### src/rtl/neighbor_builder.sv
// neighbor_builder: walks the face table in OBJ RAM and builds a per-vertex
// adjacency list in NBR RAM. Each vertex owns NBR_STRIDE words: word 0 holds
// the neighbor count, the rest hold neighbor indices. Only polygon edges are
// recorded, so triangles see every other vertex and larger faces see only
// their two edge neighbors.
// Optional statistics outputs (max_degree, insert_total) are compiled in when
// the macro NEIGHBOR_STATS_EN is defined.
module neighbor_builder #(
    parameter int ADDR_WIDTH = 9,
    parameter int NBR_STRIDE = 10,
    parameter int FACE_VERTS = 3,
    parameter int CNT_WIDTH  = 4
) (
    input  logic                  clk,
    input  logic                  rst_n,
    input  logic                  start,
    input  logic [31:0]           vertex_count,
    input  logic [31:0]           face_count,
    input  logic [ADDR_WIDTH-1:0] face_base,
    input  logic [31:0]           RAM_OBJ_Do,
    output logic                  RAM_OBJ_EN,
    output logic [ADDR_WIDTH-1:0] RAM_OBJ_A,
    input  logic [31:0]           RAM_NBR_Do,
    output logic                  RAM_NBR_EN,
    output logic [3:0]            RAM_NBR_WE,
    output logic [ADDR_WIDTH-1:0] RAM_NBR_A,
    output logic [31:0]           RAM_NBR_Di,
    output logic                  busy,
    output logic                  done,
    output logic                  overflow,
    output logic                  bad_index
`ifdef NEIGHBOR_STATS_EN
    ,
    output logic [CNT_WIDTH-1:0]  max_degree,
    output logic [31:0]           insert_total
`endif
);

    localparam int VW = $clog2(FACE_VERTS);
    localparam logic [CNT_WIDTH-1:0]  CAP      = CNT_WIDTH'(NBR_STRIDE - 1);
    localparam logic [ADDR_WIDTH-1:0] STRIDE_A = ADDR_WIDTH'(NBR_STRIDE);
    localparam logic [VW-1:0]         LAST_K   = VW'(FACE_VERTS - 1);

    localparam logic [3:0] S_IDLE   = 4'd0;
    localparam logic [3:0] S_CLEAR  = 4'd1;
    localparam logic [3:0] S_FETCH  = 4'd2;
    localparam logic [3:0] S_FREAD  = 4'd3;
    localparam logic [3:0] S_CHECK  = 4'd4;
    localparam logic [3:0] S_PAIR   = 4'd5;
    localparam logic [3:0] S_RDCNT  = 4'd6;
    localparam logic [3:0] S_LATCH  = 4'd7;
    localparam logic [3:0] S_SCAN   = 4'd8;
    localparam logic [3:0] S_INSERT = 4'd9;
    localparam logic [3:0] S_INSCNT = 4'd10;
    localparam logic [3:0] S_NEXT   = 4'd11;
    localparam logic [3:0] S_FINISH = 4'd12;

    logic [3:0]            state_reg;
    logic [31:0]           vcount_reg;
    logic [31:0]           fcount_reg;
    logic [31:0]           face_idx_reg;
    logic [ADDR_WIDTH-1:0] face_addr_reg;
    logic [31:0]           clr_idx_reg;
    logic [ADDR_WIDTH-1:0] clr_addr_reg;
    logic [VW:0]           rd_idx_reg;
    logic [31:0]           v_reg [FACE_VERTS];
    logic [VW-1:0]         pair_reg;
    logic                  dir_reg;
    logic [31:0]           test_reg;
    logic [ADDR_WIDTH-1:0] base_reg;
    logic [CNT_WIDTH-1:0]  count_reg;
    logic [CNT_WIDTH:0]    sidx_reg;
    logic [CNT_WIDTH:0]    chk_idx_reg;
    logic                  chk_valid_reg;

    logic [VW-1:0]         next_k;
    logic [VW-1:0]         prev_k;
    logic [31:0]           curr_v;
    logic [31:0]           test_v;
    logic [ADDR_WIDTH-1:0] curr_base;
    logic [CNT_WIDTH-1:0]  cnt_inc;
    logic [FACE_VERTS-1:0] bad_vec;

    // Per-vertex index validity: 0 or beyond vertex_count marks the face bad.
    genvar gi;
    generate
        for (gi = 0; gi < FACE_VERTS; gi++) begin : g_bad
            assign bad_vec[gi] = (v_reg[gi] == 32'd0) || (v_reg[gi] > vcount_reg);
        end
    endgenerate

    assign next_k    = (pair_reg == LAST_K) ? '0 : pair_reg + VW'(1);
    assign prev_k    = (pair_reg == '0) ? LAST_K : pair_reg - VW'(1);
    assign curr_v    = v_reg[pair_reg];
    assign test_v    = dir_reg ? v_reg[prev_k] : v_reg[next_k];
    assign curr_base = (curr_v[ADDR_WIDTH-1:0] - ADDR_WIDTH'(1)) * STRIDE_A;
    assign cnt_inc   = count_reg + CNT_WIDTH'(1);

    // RAM strobes and status decoded from the current state; IDLE drives all zero.
    always_comb begin
        RAM_OBJ_EN = 1'b0;
        RAM_OBJ_A  = '0;
        RAM_NBR_EN = 1'b0;
        RAM_NBR_WE = 4'b0000;
        RAM_NBR_A  = '0;
        RAM_NBR_Di = '0;
        busy       = (state_reg != S_IDLE) && (state_reg != S_FINISH);
        done       = (state_reg == S_FINISH);
        case (state_reg)
            S_CLEAR: begin
                RAM_NBR_EN = 1'b1;
                RAM_NBR_WE = 4'b1111;
                RAM_NBR_A  = clr_addr_reg;
            end
            S_FREAD: begin
                if (rd_idx_reg < (VW+1)'(FACE_VERTS)) begin
                    RAM_OBJ_EN = 1'b1;
                    RAM_OBJ_A  = face_addr_reg + ADDR_WIDTH'(rd_idx_reg);
                end
            end
            S_RDCNT: begin
                RAM_NBR_EN = 1'b1;
                RAM_NBR_A  = base_reg;
            end
            S_SCAN: begin
                if (sidx_reg <= {1'b0, count_reg}) begin
                    RAM_NBR_EN = 1'b1;
                    RAM_NBR_A  = base_reg + ADDR_WIDTH'(sidx_reg);
                end
            end
            S_INSERT: begin
                if (count_reg != CAP) begin
                    RAM_NBR_EN = 1'b1;
                    RAM_NBR_WE = 4'b1111;
                    RAM_NBR_A  = base_reg + ADDR_WIDTH'(count_reg) + ADDR_WIDTH'(1);
                    RAM_NBR_Di = test_reg;
                end
            end
            S_INSCNT: begin
                RAM_NBR_EN = 1'b1;
                RAM_NBR_WE = 4'b1111;
                RAM_NBR_A  = base_reg;
                RAM_NBR_Di = {{(32-CNT_WIDTH){1'b0}}, cnt_inc};
            end
            default: ;
        endcase
    end

    // Main sequencer: clear slots, fetch each face, then scan/insert every edge pair.
    always_ff @(posedge clk or negedge rst_n) begin
        if (!rst_n) begin
            state_reg     <= S_IDLE;
            vcount_reg    <= '0;
            fcount_reg    <= '0;
            face_idx_reg  <= '0;
            face_addr_reg <= '0;
            clr_idx_reg   <= '0;
            clr_addr_reg  <= '0;
            rd_idx_reg    <= '0;
            for (int i = 0; i < FACE_VERTS; i++) v_reg[i] <= '0;
            pair_reg      <= '0;
            dir_reg       <= 1'b0;
            test_reg      <= '0;
            base_reg      <= '0;
            count_reg     <= '0;
            sidx_reg      <= '0;
            chk_idx_reg   <= '0;
            chk_valid_reg <= 1'b0;
            overflow      <= 1'b0;
            bad_index     <= 1'b0;
`ifdef NEIGHBOR_STATS_EN
            max_degree    <= '0;
            insert_total  <= '0;
`endif
        end else begin
            case (state_reg)
                S_IDLE: begin
                    if (start) begin
                        vcount_reg    <= vertex_count;
                        fcount_reg    <= face_count;
                        face_addr_reg <= face_base;
                        face_idx_reg  <= '0;
                        clr_idx_reg   <= '0;
                        clr_addr_reg  <= '0;
                        overflow      <= 1'b0;
                        bad_index     <= 1'b0;
`ifdef NEIGHBOR_STATS_EN
                        max_degree    <= '0;
                        insert_total  <= '0;
`endif
                        state_reg     <= (vertex_count == 32'd0) ? S_FETCH : S_CLEAR;
                    end
                end
                S_CLEAR: begin
                    if (clr_idx_reg == vcount_reg - 32'd1) begin
                        state_reg <= S_FETCH;
                    end else begin
                        clr_idx_reg  <= clr_idx_reg + 32'd1;
                        clr_addr_reg <= clr_addr_reg + STRIDE_A;
                    end
                end
                S_FETCH: begin
                    rd_idx_reg <= '0;
                    state_reg  <= (face_idx_reg == fcount_reg) ? S_FINISH : S_FREAD;
                end
                S_FREAD: begin
                    // Data for the word addressed last cycle arrives now.
                    if (rd_idx_reg != '0) v_reg[VW'(rd_idx_reg - (VW+1)'(1))] <= RAM_OBJ_Do;
                    if (rd_idx_reg == (VW+1)'(FACE_VERTS)) state_reg <= S_CHECK;
                    else                                   rd_idx_reg <= rd_idx_reg + (VW+1)'(1);
                end
                S_CHECK: begin
                    if (|bad_vec) begin
                        bad_index     <= 1'b1;
                        face_idx_reg  <= face_idx_reg + 32'd1;
                        face_addr_reg <= face_addr_reg + ADDR_WIDTH'(FACE_VERTS);
                        state_reg     <= S_FETCH;
                    end else begin
                        pair_reg  <= '0;
                        dir_reg   <= 1'b0;
                        state_reg <= S_PAIR;
                    end
                end
                S_PAIR: begin
                    test_reg  <= test_v;
                    base_reg  <= curr_base;
                    state_reg <= (test_v == curr_v) ? S_NEXT : S_RDCNT;
                end
                S_RDCNT: state_reg <= S_LATCH;
                S_LATCH: begin
                    count_reg     <= RAM_NBR_Do[CNT_WIDTH-1:0];
                    sidx_reg      <= (CNT_WIDTH+1)'(1);
                    chk_valid_reg <= 1'b0;
                    state_reg     <= (RAM_NBR_Do[CNT_WIDTH-1:0] == '0) ? S_INSERT : S_SCAN;
                end
                S_SCAN: begin
                    if (chk_valid_reg && (RAM_NBR_Do == test_reg)) begin
                        state_reg <= S_NEXT;
                    end else if (chk_valid_reg && (chk_idx_reg == {1'b0, count_reg})) begin
                        state_reg <= S_INSERT;
                    end else begin
                        chk_valid_reg <= (sidx_reg <= {1'b0, count_reg});
                        chk_idx_reg   <= sidx_reg;
                        sidx_reg      <= sidx_reg + (CNT_WIDTH+1)'(1);
                    end
                end
                S_INSERT: begin
                    if (count_reg == CAP) begin
                        overflow  <= 1'b1;
                        state_reg <= S_NEXT;
                    end else begin
                        state_reg <= S_INSCNT;
                    end
                end
                S_INSCNT: begin
`ifdef NEIGHBOR_STATS_EN
                    if (cnt_inc > max_degree) max_degree <= cnt_inc;
                    insert_total <= insert_total + 32'd1;
`endif
                    state_reg <= S_NEXT;
                end
                S_NEXT: begin
                    if (!dir_reg) begin
                        dir_reg   <= 1'b1;
                        state_reg <= S_PAIR;
                    end else begin
                        dir_reg <= 1'b0;
                        if (pair_reg == LAST_K) begin
                            pair_reg      <= '0;
                            face_idx_reg  <= face_idx_reg + 32'd1;
                            face_addr_reg <= face_addr_reg + ADDR_WIDTH'(FACE_VERTS);
                            state_reg     <= S_FETCH;
                        end else begin
                            pair_reg  <= next_k;
                            state_reg <= S_PAIR;
                        end
                    end
                end
                S_FINISH: state_reg <= S_IDLE;
                default:  state_reg <= S_IDLE;
            endcase
        end
    end

endmodule

### config.mk
export PLATFORM = sky130hd
export DESIGN_NAME = neighbor_builder
export DESIGN_NICKNAME = d
export VERILOG_FILES = /design/src/rtl/neighbor_builder.sv
export SDC_FILE = /design/constraint.sdc
export NUM_CORES = 1
export LEC_CHECK = 0
export BUFFER_PORTS_ARGS = -buffer_cell sky130_fd_sc_hd__buf_2
export CAP_MARGIN = 30
export CORE_ASPECT_RATIO = 0.6
export CORE_UTILIZATION = 40
export CTS_CLUSTER_SIZE = 10
export DETAILED_ROUTE_END_ITERATION = 8
export GPL_ROUTABILITY_DRIVEN = 0
export PLACE_DENSITY_LB_ADDON = 0.1
export SETUP_SLACK_MARGIN = 0.05
export SLEW_MARGIN = 20
export SYNTH_ARGS = -nofsm -noshare
export SYNTH_HDL_FRONTEND = slang
export SYNTH_SLANG_ARGS = --single-unit
### constraint.sdc
create_clock -name clk -period 4.77 [get_ports clk]
set_input_delay 0.954 -clock clk [delete_from_list [all_inputs] [get_ports clk]]
set_output_delay 0.954 -clock clk [all_outputs]
set_load 0.01 [all_outputs]
# After elaboration in Yosys (flattened, before gate mapping)
# Index checks and enable logic that the tools add are counted.
op_classes:
  addsub: 16
  mul: 1
  magnitude_cmp: 10
  eq_ne: 35
  muxes: 78
  n_bitwise: 6
  reduce_logical: 39
ops:
  columns: ["cell", "n"]
  rows:
  - ["32-bit two-way mux", 14]
  - ["32-bit binary-select mux with 2-bit select", 3]
  - ["32-bit == test", 4]
  - ["32-bit zero test", 4]
  - ["32-bit one-hot mux with 2 select lines", 2]
  - ["96-bit bitwise mux", 1]
  - ["32-bit greater-than comparator", 3]
  - ["32-bit one-hot mux with 3 select lines", 1]
  - ["9-bit two-way mux", 10]
  - ["32-bit by 1-bit adder with 32-bit output, second input constant", 2]
  - ["32-bit demux with 2-bit select", 1]
  - ["4-bit one-hot mux with 12 select lines", 1]
  - ["9-bit one-hot mux with 4 select lines", 1]
  - ["4-bit two-way mux", 8]
  - ["32-bit by 1-bit subtractor with 32-bit output, second input constant", 1]
  - ["9-bit one-hot mux with 3 select lines", 1]
  - ["4-bit == test, second input constant", 6]
  - ["2-bit != test, second input constant", 12]
  - ["9-bit one-hot mux with 2 select lines", 1]
  - ["3-bit AND reduction", 6]
  - ["4-bit by 3-bit == test with 1-bit output, second input constant", 4]
  - ["1-bit two-way mux", 13]
  - ["3-bit greater-or-equal comparator, second input constant", 4]
  - ["2-bit two-way mux", 6]
  - ["45 further kinds", 76]
totals:
  register_bits: 309
  inputBits: 140
  output_inout_bits: 60
  wordCells: 206

# Depth between registers and ports, before layout
logic_depth:
  ltp_word: 10
  ltp_mapped: 17
  depth_no_buf: 15

# Worst setup path after synthesis
# Ideal clock, no wire load.
synth_timing:
  path_type: "register -> register"
  from: "register pair_reg[1]"
  to: "register state_reg[2]"
  setup_ps: 139
  arrival_time_ps: 4221
  t_required_ps: 4631
  slack_ps: 409
  path_stages_with_launch: 16
  path_buffers: 5
  period_less_slack_ps: 4361
  cell_sequence: "dfrtp_1 -> clkbuf_1 -> clkbuf_1 -> buf_1 -> inv_1 -> ha_1 -> clkbuf_1 -> buf_1 -> mux2i_1 -> o21ai_0 -> xnor2_1 -> nor4_1 -> nand4_1 -> nor4_1 -> o21a_1 -> a221oi_2"
synth_via:
  elab_chain_cells: 10
  word_cells_on_any_way: 24
  cone_classes: "add/sub: 2; eq/ne: 2; mux: 16; bitwise: 3; reduce/logical: 1"
synth_lines:
  columns: ["item", "line_no", "source"]
  rows:
  - ["start, declared", "67", "logic [VW-1:0] pair_reg;"]
  - ["start signal, assigned", "274", "pair_reg <= next_k;"]
  - ["2-bit by 1-bit adder with 2-bit output, or another cell as far along", "92", "assign next_k = (pair_reg == LAST_K) ? '0 : pair_reg + VW'(1);"]
  - ["2-bit two-way mux, on equally long branches", "92, 93", null]
  - ["2-bit NOT with 3-bit output (not written as such)", "95", "assign test_v = dir_reg ? v_reg[prev_k] : v_reg[next_k];"]
  - ["32-bit binary-select mux with 2-bit select", "95", null]
  - ["32-bit two-way mux (not written as such) (2 in a row)", "95", null]
  - ["32-bit two-way mux", "95", null]
  - ["32-bit == test", "227", "state_reg <= (test_v == curr_v) ? S_NEXT : S_RDCNT;"]
  - ["4-bit two-way mux", "227", null]
  - ["4-bit one-hot mux with 12 select lines *", "176", "case (state_reg)"]
  - ["end signal, assigned", "191", "state_reg <= (vertex_count == 32'd0) ? S_FETCH : S_CLEAR;"]
  - ["end signal, assigned", "227", null]
  - ["end signal, assigned", "234", "state_reg <= (RAM_NBR_Do[CNT_WIDTH-1:0] == '0) ? S_INSERT : S_SCAN;"]
  - ["end, declared", "58", "logic [3:0] state_reg;"]
# Mark *: on every way between the ends. The rest lies on a longest branch, timed or not. The select of a mux whose other input is x is not followed.
# A chain may end at the register's enable or synchronous reset.

# Worst setup path after layout
layout_timing:
  from: "register count_reg[1]"
  to: "output RAM_NBR_A[7]"
layout_via:
  elab_chain_cells: 4
  word_cells_on_any_way: 7
  cone_classes: "add/sub: 2; order compare: 1; eq/ne: 1; mux: 3"
layout_lines:
  columns: ["item", "line_no", "source"]
  rows:
  - ["start, declared", "71", "logic [CNT_WIDTH-1:0] count_reg;"]
  - ["start signal, assigned", "231", "count_reg <= RAM_NBR_Do[CNT_WIDTH-1:0];"]
  - ["9-bit by 4-bit adder with 9-bit output", "135", "RAM_NBR_A = base_reg + ADDR_WIDTH'(count_reg) + ADDR_WIDTH'(1);"]
  - ["9-bit by 1-bit adder with 9-bit output", "135", null]
  - ["9-bit two-way mux", "132", "if (count_reg != CAP) begin"]
  - ["9-bit one-hot mux with 4 select lines *", "109", "case (state_reg)"]
  - ["end, declared", "26", "output logic [ADDR_WIDTH-1:0] RAM_NBR_A,"]
# Mark *: on every way between the ends. The rest lies on a longest branch, timed or not.

==> metrics.yaml <==
synth_edf_count: 0
power_density_nw_per_um2: 700
drt-initial-drc-count: 2392
ff_latch_area_um2: 7710
dpl.hpwl_mm: 59.1
cts_hold_buf: 0
fin_skew_ps: 18.9
rows: 65
synth_cells: 2412
clockRootBuffer: "clkbuf_16"
post_cts_resized: 0
die_w_um: 303
portBuffers: 199
clock_sinks: 308
period_share_pct: 89.5
hold_violations: 0
viasPerCell: 6.00
status: "finished clean"
synth-main-ff-cell: "dfrtp_1"
grt_antenna_before_repair: 4
finalMaxSlewViolations: 0
fp.dieH_um: 182
leakage_uw: 0.0108
grt_pass1_wl_mm: 118
grt-ovfl-total: 0
syn_avg_cell_area_um2: 8.99
slowest_delay_ps: 480
grt_max_degree: 108
relSlewSlack_pct: 34.7
io_pins: 200
pre_cts_slack_ps: 668
cts_buffer_depth: 3
cap_violations: 0
irDropWorstVdd_v: 0.000306
crit_slowest_cell: "dfrtp_1"
finalNonFillerCells: 3330
track_usage_pct: 27.8
synth_top_area_share_pct: 35.5
vias: 20000
multi_input_area_um2: 13200
required_ps: 3820
critPathMaxFanout: 6
drtPass1Iterations: 6
postSynth.asyncResetShare_pct: 100
final.setup.tns_ps: 0
setup_slack_ps: 499
synth_warnings: 0
synth_area_leader_cell: "dfrtp_1"
setup_viol: 0
drc: 0
crit_arrival_ps: 3320
rsz0062_at_grt: "false"
tritoncts: "done"
endpoint_kind: "output pin"
fillers: 5118
postCtsSetupBuffers: 0
cts_buffers: 38
worstSetupStartpointType: "register"
synth-seq-cells: 308
worstSetupPathType: "reg -> out"
min_path_type: "in -> async"
drive_gt1_share_pct: 17.9
grt_pass1_vias: 18700
largest_reg_flops: 96
clk_pin_slew_ps: 60
worst_pin_slew_ps: 979
ys_seq_area_share_pct: 35.5
synth_cell_type_count: 73
core_um2: 53000
start_util_pct: 40.9
fin_crit_ps: 4270
htreeDepth: 2
syn_nets: 2695
area_growth_pct: 14.8
totalWireLength_mm: 77.5
crit_path_cell_trace: "inv_1 > ha_1 > nor2b_1 > o21a_1 > o21a_1 > o21ai_0 > nand2b_1 > nand2b_1 > o22ai_1 > nand3_1 > o211ai_1 > buf_2"
wire_per_inst_um: 23.3
fmax_mhz: 234
nets: 2897
dpl.cell_count: 3275
netlist_area_um2: 21700
antenna_left: 0
clk_latency_ps: 560
dieArea_um2: 55200
netlist_top_cells_area: "dfrtp_1 (36%), ha_1 (8.0%), mux2_2 (6.1%)"
cell type report:
| cell class | count | share of cell area (%) |
|---|---|---|
| timing repair buffer | 286 | 6.87 |
| tap | 703 | 3.53 |
| clock buffer | 47 | 4.20 |
| sequential | 308 | 31.0 |
| clock inverter | 4 | 0.196 |
| antenna | 2 | 0.0201 |
| inverter | 75 | 1.13 |
| multi-input combinational | 1905 | 53.1 |
cells in the final DEF (no fill, tap or decap), types with 21 or more instances in the layout:
master	n
clkbuf_16	39
nand4_1	68
xnor2_1	105
o21ai_0	211
mux2i_1	109
buf_4	82
ha_1	135
buf_2	198
nor3_1	33
nand2b_1	30
nand3_1	55
nand3b_1	38
and2_1	34
inv_1	75
xor2_1	80
nor2_1	83
or4_1	28
a21oi_1	120
mux2_2	118
dfrtp_1	307
nor4_1	66
a21o_1	21
o211ai_1	28
nand2_1	329
or3_1	25
cells in the mapped netlist, drive strengths merged, types with 11 or more instances:
library cell,instances
nand2,330
dfrtp,308
o21ai,220
ha,139
a21oi,120
mux2,118
mux2i,109
xnor2,105
clkbuf,84
nor2,84
xor2,80
inv,75
nand4,68
nor4,67
nand3,57
buf,40
nand3b,38
and2,34
nor3,34
nand2b,30
o211ai,28
or4,28
or3,25
a21o,21
and3,21
o31ai,17
nor3b,13
o22ai,13
a221oi,11
report_power, final:
group	leakage [uW]	internal [uW]	switching (uW)
registers	0.00384	3640	1690
logic	0.00642	3900	5440
clock network	0.000541	1580	1180
worst max-delay path, delay by kind of cell (launching register included):
| kind | cells | cell delay, ps |
|---|---|---|
| adder cells (fa/ha/maj) | 1 | 320 |
| buffers and inverters | 2 | 310 |
| AND/OR/NAND/NOR | 4 | 610 |
| AO/OA/AOI/OAI | 5 | 1040 |
| flip-flops | 1 | 480 |
final timing paths:
| path | cells after the start | slack, ps | start | end |
|---|---|---|---|---|
| worst min-delay path | 1 | 410 | rst_n | face_addr_reg[7]$_DFFE_PN0P_ |
| max in group asynchronous | 2 | 3290 | rst_n | v_reg[88]$_DFFE_PN0P_ |
| min in group clk | 2 | 500 | overflow$_DFFE_PN0P_ | overflow$_DFFE_PN0P_ |
| worst max-delay path | 12 | 500 | count_reg[1]$_DFFE_PN0P_ | RAM_NBR_A[7] |
| worst max register to register | 11 | 610 | pair_reg[1]$_DFFE_PN0P_ | state_reg[0]$_DFFE_PN0P_ |
| worst min register to register | 2 | 500 | overflow$_DFFE_PN0P_ | overflow$_DFFE_PN0P_ |
cell families (layout without fill, tap and decap cells):
family	Yosys count	count (layout)	share of synthesized area, %
AOI/OAI and AO/OA	492	492	13.5
xor gates and xnor gates	185	185	7.47
adders and majority gates	143	143	8.39
buffers and inverters	199	412	3.61
DFF	308	308	35.5
muxes	227	227	11.2
other	0	2	0
and+or+nand+nor	858	858	20.3
layer usage:
metal | GRT usage [%] | share of wire (%) | up-vias
li1 | - | - | 9125
met1 | 44.8 | 50 | 9919
met2 | 36.6 | 39 | 847
met3 | 6.38 | 9.7 | 104
met4 | 5.83 | 1.8 | 0
met5 | 0 | 0 | -
metrics by stage:
stage,hold slack [ps],total power (uW),utilization (%),area [um^2]
after floorplan,466,10800,-,21700
after global routing,474,18600,46.9,24900
after detailed placement,484,14400,44.8,23800
after global placement,481,14100,44.8,23800
after CTS,485,17200,46.9,24900
final,406,17400,46.9,24900
Note: power is estimated with default switching activity, not from simulation.
